[config.mk]
export PLATFORM = sky130hd
export DESIGN_NAME = bangbang_controller
export DESIGN_NICKNAME = d
export VERILOG_FILES = /design/src/rtl/bangbang_controller.sv
export SDC_FILE = /design/constraint.sdc
export NUM_CORES = 1
export LEC_CHECK = 0
export CAP_MARGIN = 20
export CORE_MARGIN = 2
export CORE_UTILIZATION = 35
export CTS_BUF_LIST = sky130_fd_sc_hd__clkbuf_8
export DETAILED_ROUTE_END_ITERATION = 10
export GPL_ROUTABILITY_DRIVEN = 1
export GPL_TIMING_DRIVEN = 0
export PLACE_DENSITY = 0.66
export SYNTH_ARGS = -nofsm -noshare
export SYNTH_HDL_FRONTEND = slang
export SYNTH_SLANG_ARGS = --single-unit
[constraint.sdc]
create_clock -name clk -period 3.7 [get_ports clk]
set_input_delay 0.925 -clock clk [delete_from_list [all_inputs] [get_ports clk]]
set_output_delay 0.925 -clock clk [all_outputs]
set_load 0.03 [all_outputs]
[src/rtl/bangbang_controller.sv]
// Bang-bang steering controller: filtered line sensors drive a 5-state FSM that sets signed wheel commands.
// Optional macro BANGBANG_RAMP_EN slew-limits each wheel output by RAMP_STEP per cycle.
module bangbang_controller #(
   parameter int unsigned FILTER_CYCLES = 4,
   parameter int unsigned LOST_TIMEOUT  = 1024,
   parameter int unsigned RAMP_STEP     = 2
) (
   input  logic              clk,
   input  logic              reset,
   input  logic              enable,
   input  logic              sensor_right,
   input  logic              sensor_left,
   input  logic [5:0]        speed,
   output logic signed [7:0] wheel_left,
   output logic signed [7:0] wheel_right
);

   if (FILTER_CYCLES < 1 || FILTER_CYCLES > 255) begin : g_bad_filter
      $error("FILTER_CYCLES must be in 1..255");
   end
   if (LOST_TIMEOUT < 1 || LOST_TIMEOUT > 1048575) begin : g_bad_timeout
      $error("LOST_TIMEOUT must be in 1..2^20-1");
   end
   if (RAMP_STEP < 1 || RAMP_STEP > 63) begin : g_bad_ramp
      $error("RAMP_STEP must be in 1..63");
   end

   localparam logic [7:0]  FILT      = 8'(FILTER_CYCLES);
   localparam logic [19:0] LAST_TICK = 20'(LOST_TIMEOUT - 1);

   typedef enum logic [2:0] {
      ST_STRAIGHT   = 3'd0,
      ST_TURN_LEFT  = 3'd1,
      ST_TURN_RIGHT = 3'd2,
      ST_SEARCH     = 3'd3,
      ST_STOPPED    = 3'd4
   } state_t;

   // Debug-visible FSM state
   state_t      state_q, state_d;
   logic        last_right_q, last_right_d;
   logic [19:0] timer_q, timer_d;

   logic [1:0] sync1_q, sync2_q, cand_q, accepted_q;
   logic [7:0] run_q, run_d;

   // run_d = number of consecutive cycles the synchronized pair has held its value
   always_comb begin
      if (sync2_q != cand_q)
         run_d = 8'd1;
      else if (run_q < FILT)
         run_d = run_q + 8'd1;
      else
         run_d = run_q;
   end

   always_ff @(posedge clk or negedge reset) begin
      if (!reset) begin
         sync1_q    <= 2'b11;
         sync2_q    <= 2'b11;
         cand_q     <= 2'b11;
         run_q      <= '0;
         accepted_q <= 2'b11;
      end else begin
         sync1_q <= {sensor_left, sensor_right};
         sync2_q <= sync1_q;
         cand_q  <= sync2_q;
         run_q   <= run_d;
         if (run_d >= FILT)
            accepted_q <= sync2_q;
      end
   end

   always_ff @(posedge clk or negedge reset) begin
      if (!reset) begin
         state_q      <= ST_STRAIGHT;
         last_right_q <= 1'b0;
         timer_q      <= '0;
      end else begin
         state_q      <= state_d;
         last_right_q <= last_right_d;
         timer_q      <= timer_d;
      end
   end

   always_comb begin
      state_d      = state_q;
      last_right_d = last_right_q;
      timer_d      = '0;
      if (!enable) begin
         state_d = ST_STRAIGHT;
      end else begin
         case (accepted_q)
            2'b11: state_d = ST_STRAIGHT;
            2'b10: begin
               state_d      = ST_TURN_LEFT;
               last_right_d = 1'b0;
            end
            2'b01: begin
               state_d      = ST_TURN_RIGHT;
               last_right_d = 1'b1;
            end
            default: begin
               case (state_q)
                  ST_SEARCH: begin
                     if (timer_q == LAST_TICK)
                        state_d = ST_STOPPED;
                     else
                        timer_d = timer_q + 20'd1;
                  end
                  ST_STOPPED: state_d = ST_STOPPED;
                  default:    state_d = ST_SEARCH;
               endcase
            end
         endcase
      end
   end

   logic signed [7:0] tgt_left, tgt_right, goal_left, goal_right;
   logic signed [7:0] full_s, half_s;

   always_comb begin
      full_s    = {2'b00, speed};
      half_s    = {3'b000, speed[5:1]};
      tgt_left  = '0;
      tgt_right = '0;
      case (state_q)
         ST_STRAIGHT: begin
            tgt_left  = full_s;
            tgt_right = full_s;
         end
         ST_TURN_LEFT:  tgt_right = full_s;
         ST_TURN_RIGHT: tgt_left  = full_s;
         ST_SEARCH: begin
            tgt_left  = last_right_q ? half_s : -half_s;
            tgt_right = last_right_q ? -half_s : half_s;
         end
         default: ;
      endcase
      goal_left  = enable ? tgt_left  : 8'sd0;
      goal_right = enable ? tgt_right : 8'sd0;
   end

`ifdef BANGBANG_RAMP_EN
   localparam logic signed [8:0] STEP = 9'(RAMP_STEP);

   // Move toward goal by at most STEP, landing exactly on goal when close
   function automatic logic signed [7:0] approach(input logic signed [7:0] cur,
                                                  input logic signed [7:0] goal);
      logic signed [8:0] diff;
      diff = $signed({goal[7], goal}) - $signed({cur[7], cur});
      if (diff > STEP)
         approach = cur + STEP[7:0];
      else if (diff < -STEP)
         approach = cur - STEP[7:0];
      else
         approach = goal;
   endfunction

   always_ff @(posedge clk or negedge reset) begin
      if (!reset) begin
         wheel_left  <= '0;
         wheel_right <= '0;
      end else begin
         wheel_left  <= approach(wheel_left, goal_left);
         wheel_right <= approach(wheel_right, goal_right);
      end
   end
`else
   always_ff @(posedge clk or negedge reset) begin
      if (!reset) begin
         wheel_left  <= '0;
         wheel_right <= '0;
      end else begin
         wheel_left  <= goal_left;
         wheel_right <= goal_right;
      end
   end
`endif

endmodule

==> Word level (Yosys, flattened, before mapping) <==
Cells that the tools add are included.
{ "totals": {"reg_bits": 56, "inputBits": 11, "wordCells": 48} }
{ "op_classes": {"n_addsub": 3, "magnitude_cmp": 2, "eq_ne": 10, "n_mux": 17, "reduce_logical": 6} }
{ "op_table": {"columns": ["op", "count"], "rows": [
  ["$mux 20", 4],
  ["$mux 8", 6],
  ["$pmux 8 s2", 2],
  ["$add 20x1->20 const B", 1],
  ["$eq 20x10->1 const B", 1],
  ["$pmux 3 s3", 1],
  ["$add 8x1->8 const B", 1],
  ["$ge 8x3->1 const B", 1],
  ["$lt 8x3->1 const B", 1],
  ["$neg 5->8", 1],
  ["$eq 3x2->1 const B", 2],
  ["$mux 3", 2],
  ["$ne 6x3->1 const B", 1],
  ["$pmux 3 s2", 1],
  ["$eq 2x2->1 const B", 2],
  ["$reduce_or 2->1", 2],
  ["$eq 3x1->1 const B", 1],
  ["$eq 3x3->1 const B", 1],
  ["$logic_not 3->1", 1],
  ["$reduce_or 3->1", 1],
  ["$eq 2x1->1 const B", 1],
  ["$ne 2x2->1", 1],
  ["$pmux 1 s2", 1],
  ["$reduce_and 2->1", 1],
  ["$reduce_bool 2->1", 1]
]} }

==> Depth between registers and ports, before layout <==
{ "depth": {"ltp_word": 5, "mapped_depth": 6, "ltp_nobuf": 6} }

==> Worst setup path before layout <==
Ideal clock, no wire load.
{ "synth_timing": {"path_kind": "input to register", "start": "input port enable", "end": "register timer_q[13]", "setup_time_ps": 78, "t_arrival_ps": 1975, "t_required_ps": 3622, "slack_ps": 1647, "path_stages": 6, "path_cell_list": "nand2b_1 clkbuf_1 nor2_1 o211ai_1 clkbuf_1 a21oi_1"} }
{ "synth_via": {"elab_chain_len": 1} }
{ "synth_rtl": {"columns": ["element", "line", "text"], "rows": [
  ["start, declared", "10", "input logic enable,"],
  ["$mux 20", "90", "if (!enable) begin"],
  ["via timer_d[13]", "42", "logic [19:0] timer_q, timer_d;"],
  ["end signal, assigned", "82", "timer_q <= timer_d;"],
  ["end, declared", "42", null]
]} }
The timed path passes the listed nets, and every way through them passes these cells.
A chain may end at the register's enable or synchronous reset.

==> Final worst setup path <==
{ "layout_timing": {"start": "input port enable", "end": "register timer_q[8]"} }
The elaborated chain is that of the path after synthesis.

==> metrics list <==
* Violation count after the first detailed-route iteration: 104
- Grouping stages by cell kind, the critical path spends the most delay in buffers and inverters.
- Before CTS, the worst setup slack after placement is 0.691 ns.
* Final period demand of the worst path: 2.68 ns
- Final antenna diode count: 0
- Peak supply drop: 212 µV
* Library cell used as clock root buffer: sky130_fd_sc_hd__clkbuf_8
- Counting along the longest clock path gives a buffer depth of 2.
- For the final routed database, the setup TNS stands at 0 ns.
- By area the synthesized netlist is led by sky130_fd_sc_hd__dfrtp_1 (47%), sky130_fd_sc_hd__dfstp_2 (8.2%), sky130_fd_sc_hd__nor2_1 (4.7%).
* Number of setup buffers added after CTS: 0
- In this design, the stage delay of the slowest critical-path cell is 0.55 ns.
- The final number of max-transition violations came to 0.
- The via count of the first global-routing pass came to 1702.
- Measured in cells, the most critical reg-to-reg path has a length of 5.
- CP Capture Point: timer_q[8]
- At the end of routability-driven placement, the weighted congestion stood at 0.780.
* Launch point of the critical path: enable
* Critical path endpoint category: register
- Cts bufs inserted: 5
- Setup repair after global routing missed its margin: no
- The filler cells instantiated in the layout total 720.
* Post-synth EDFFs: 0
* Effective utilization at floorplan: 35.7%
- For this design the top-level I/O count stands at 27.
- Of the post-synthesis cell area, the dominant cell type holds 47.1%.
- The worst hold path belongs to the class reg -> reg.
* Average footprint of a synthesized cell: 10.7 µm²
- CTS saw 56 sinks.
- Worst Max-Slew Pin Slew: 0.536 ns
* Standard-cell row count: 31
- DRC viols: 0
* Die Y: 89.4 µm
- Number of antenna violations at the first check in global routing: 0
- The H-tree generated during clock tree synthesis spans 2 levels.
* Number of warnings issued by yosys: 0
- The setup path with the least slack is of type in -> reg.
* Part of the Yosys area used for sequential elements: 55.3%
- Detailed placement ended at an HPWL of 3.26 mm.
- DRT Wirelength: 4.55 mm
- PnR Total Power: 1.49 mW
* Ratio of routed vias to standard cells: 4.76
- Period utilization: 72.3%
- Of the post-synthesis cell area, the part taken by muxes is 3.68%.
- Most frequent standard cell in the layout excluding fill and tap cells: sky130_fd_sc_hd__dfrtp_1
* Run status: finished clean
- Netlist area before placement: 0.00255 mm²
- TritonCTS built the clock tree.
- Walking the worst path, the cells encountered are clkdlybuf4s50_1 -> nand2b_1 -> clkbuf_1 -> nor2_1 -> o211ai_1 -> clkbuf_1 -> nor2_1.
* Area delta synth->final: 18.5%
* Share of flip-flops with an asynchronous set or reset after synthesis: 100%
- Leaving out fill and tap cells, the most frequent cells in the layout are sky130_fd_sc_hd__dfrtp_1 (48), sky130_fd_sc_hd__nor2_1 (32), sky130_fd_sc_hd__clkdlybuf4s50_1 (23), sky130_fd_sc_hd__nand2_1 (16), sky130_fd_sc_hd__xor2_1 (13).
- Clock input transition at the sequential cells of the worst setup and hold paths: 0.08 ns
* Inst Count DP: 362
- Compound-gate portion of the synthesized area: 7.95%
- Tightest slew margin relative to the limit: 64.1%
- After detailed routing, the average wire length per cell comes to 12.3 µm.
- In this run the critical register-to-register path is captured at timer_q[18].
- XOR/XNOR Fraction of Synth Area: 7.90%
- Max Clk Rate: 0.374 GHz
* Number of distinct library cell variants in the gate-level netlist after synthesis: 39
- Leaving out filler cells and counting taps, the final layout contains 370.
- Area after detailed placement: 0.00293 mm²
- When the netlist entered floorplanning its net count stood at 256.
* Number of gates resized after cts: 0
- The worst path meets setup with 1.02 ns of slack.
- Detail Route Antenna Nets: 0
- Die width: 89.4 µm
* Routed via count: 1762
* Arithmetic-cell share of the synthesized area counting full adders, half adders and majority gates: 3.43%
* Worst r2r src: timer_q[0]
* Register bit count reported by yosys: 56
- Of the total synthesized cell area, the portion taken by AND, OR, NAND and NOR gates is 19.4%.
* Combinational family with the most area after synthesis: simple AND/OR/NAND/NOR gates
- For this design, the CTS-stage hold fixing added 0 buffers.
* Wire length of the first global-routing pass: 7.89 mm
- The number of failing hold endpoints at the final stage is 0.
* Leakage: 1.27 nW
- Along the worst path, the maximum fanout reaches 10.
- Together, buffers and inverters on the worst path number 3.
- The slowest stage of the critical path is the sky130_fd_sc_hd__clkdlybuf4s50_1 cell.
* Core box area: 0.00714 mm²
- Max-cap violations in this run came to 0.
* Worst Setup Start Kind: input port
* Port Buffer Count: 24
- Data arrival time of the critical path: 2.90 ns
* Required time at the endpoint of the critical path: 3.92 ns
- The critical path runs through a total of 7 cells.
* Primary flip-flop cell chosen by synthesis mapping: sky130_fd_sc_hd__dfrtp_1
- Overall fraction of global-route tracks in use: 12.6%
- Nets: 288
* Full die area: 0.00798 mm²
* Final cell area excluding filler cells: 0.00302 mm²
- In the synthesized netlist, the number of instances is 238.
- Clock latency reported for the late side of the worst-skew pair: 0.31 ns
- Entering global routing, the biggest net connects 36 pins.
- Fin Clk Skew: 0.0107 ns
- Setup violations remaining at the end of the flow were counted as 0.
* Cell taking the most area after synthesis: sky130_fd_sc_hd__dfrtp_1
* GR Overflow Total: 0
- Register-to-Register Setup Slack: 1.58 ns
- Proportion of layout cells with a drive suffix above 1: 9.59%
- The first detailed-routing pass ran for 4 iterations.
* Pwr/cell area: 492 mW/mm²
-- flip-flops by register name, summed over array words and instances (netlist names) --
register      cells
accepted_q        2
wheel_left        8
wheel_right       8
run_q             8
last_right_q      1
timer_q          20
cand_q            2
sync1_q           2
sync2_q           2
state_q           3
-- layer usage --
layer / GRT usage (%) / vias to the layer above / wire (µm)
met5: 0 / - / 0
met4: 3.80 / 0 / 43
met3: 3.14 / 4 / 189
met2: 20.5 / 31 / 2070
met1: 16.8 / 848 / 2240
li1: - / 879 / -
-- worst reg2reg max path, cell delays in order (launching register included) --
cell and delay, ns:
sky130_fd_sc_hd__dfrtp_1 0.40, sky130_fd_sc_hd__ha_1 0.23, sky130_fd_sc_hd__nand4_1 0.20, sky130_fd_sc_hd__or4_2 0.75
sky130_fd_sc_hd__or3_1 0.33, sky130_fd_sc_hd__a21oi_1 0.14
-- Yosys cell counts, drive strengths merged (2+ instances only) --
library cell and count:
a21oi 8, a22o 4, a2bb2oi 2, and2 7
and3 2, clkbuf 8, dfrtp 48, dfstp 8
ha 7, inv 7, mux2 3, mux2i 6
nand2 16, nand2b 6, nand3 8, nand4 5
nor2 32, nor3 7, nor4 6, o211ai 2
o21ai 5, o22a 2, o31ai 2, or3 2
or4 4, xnor2 10, xor2 13
-- worst min-delay path by stage --
| stage | from | to | slack (ns) | cells past startpoint |
|---|---|---|---|---|
| floorplan | sync1_q[0] | sync2_q[0] | 0.35 | 0 |
| global placement | sync1_q[0] | sync2_q[0] | 0.35 | 0 |
| detailed placement | sync1_q[1] | sync2_q[1] | 0.35 | 0 |
| CTS | sync1_q[1] | sync2_q[1] | 0.36 | 0 |
| global route | sync1_q[0] | sync2_q[0] | 0.37 | 0 |
| finish | sync1_q[0] | sync2_q[0] | 0.36 | 0 |
-- final cells by class --
| class | count | area, µm² | share of cell area, % |
|---|---|---|---|
| buffer | 8 | 32.5 | 1.08 |
| timing repair buffer | 25 | 255 | 8.45 |
| multi-input combinational | 167 | 1080 | 35.7 |
| sequential | 56 | 1410 | 46.7 |
| clock buffer | 6 | 82.6 | 2.73 |
| inverter | 7 | 26.3 | 0.870 |
| tap | 99 | 124 | 4.10 |
| clock inverter | 2 | 10.0 | 0.331 |
-- cell families (layout without fill, tap and decap cells) --
kind of cell,after synthesis,after routing
XOR/XNOR,23,23
adder cells (fa/ha/maj),7,7
AO/OA/AOI/OAI,30,30
buffers and inverters,15,48
AND/OR/NAND/NOR,98,98
multiplexers,9,9
flip-flops,56,56
-- through the flow --
stage               hold WS (ns)  util, %
global route               0.369     42.3
CTS                        0.364     42.3
finish                     0.361     42.3
detailed placement         0.351     41.0
floorplan                  0.345        -
global placement           0.345     40.8
-- power by group --
part / total [mW] / switching [mW] / internal [mW]
sequential: 0.738 / 0.0492 / 0.689
clock: 0.341 / 0.191 / 0.150
combinational: 0.408 / 0.221 / 0.187
total: 1.49 / 0.462 / 1.03
Note: power is estimated with default switching activity, not from simulation.
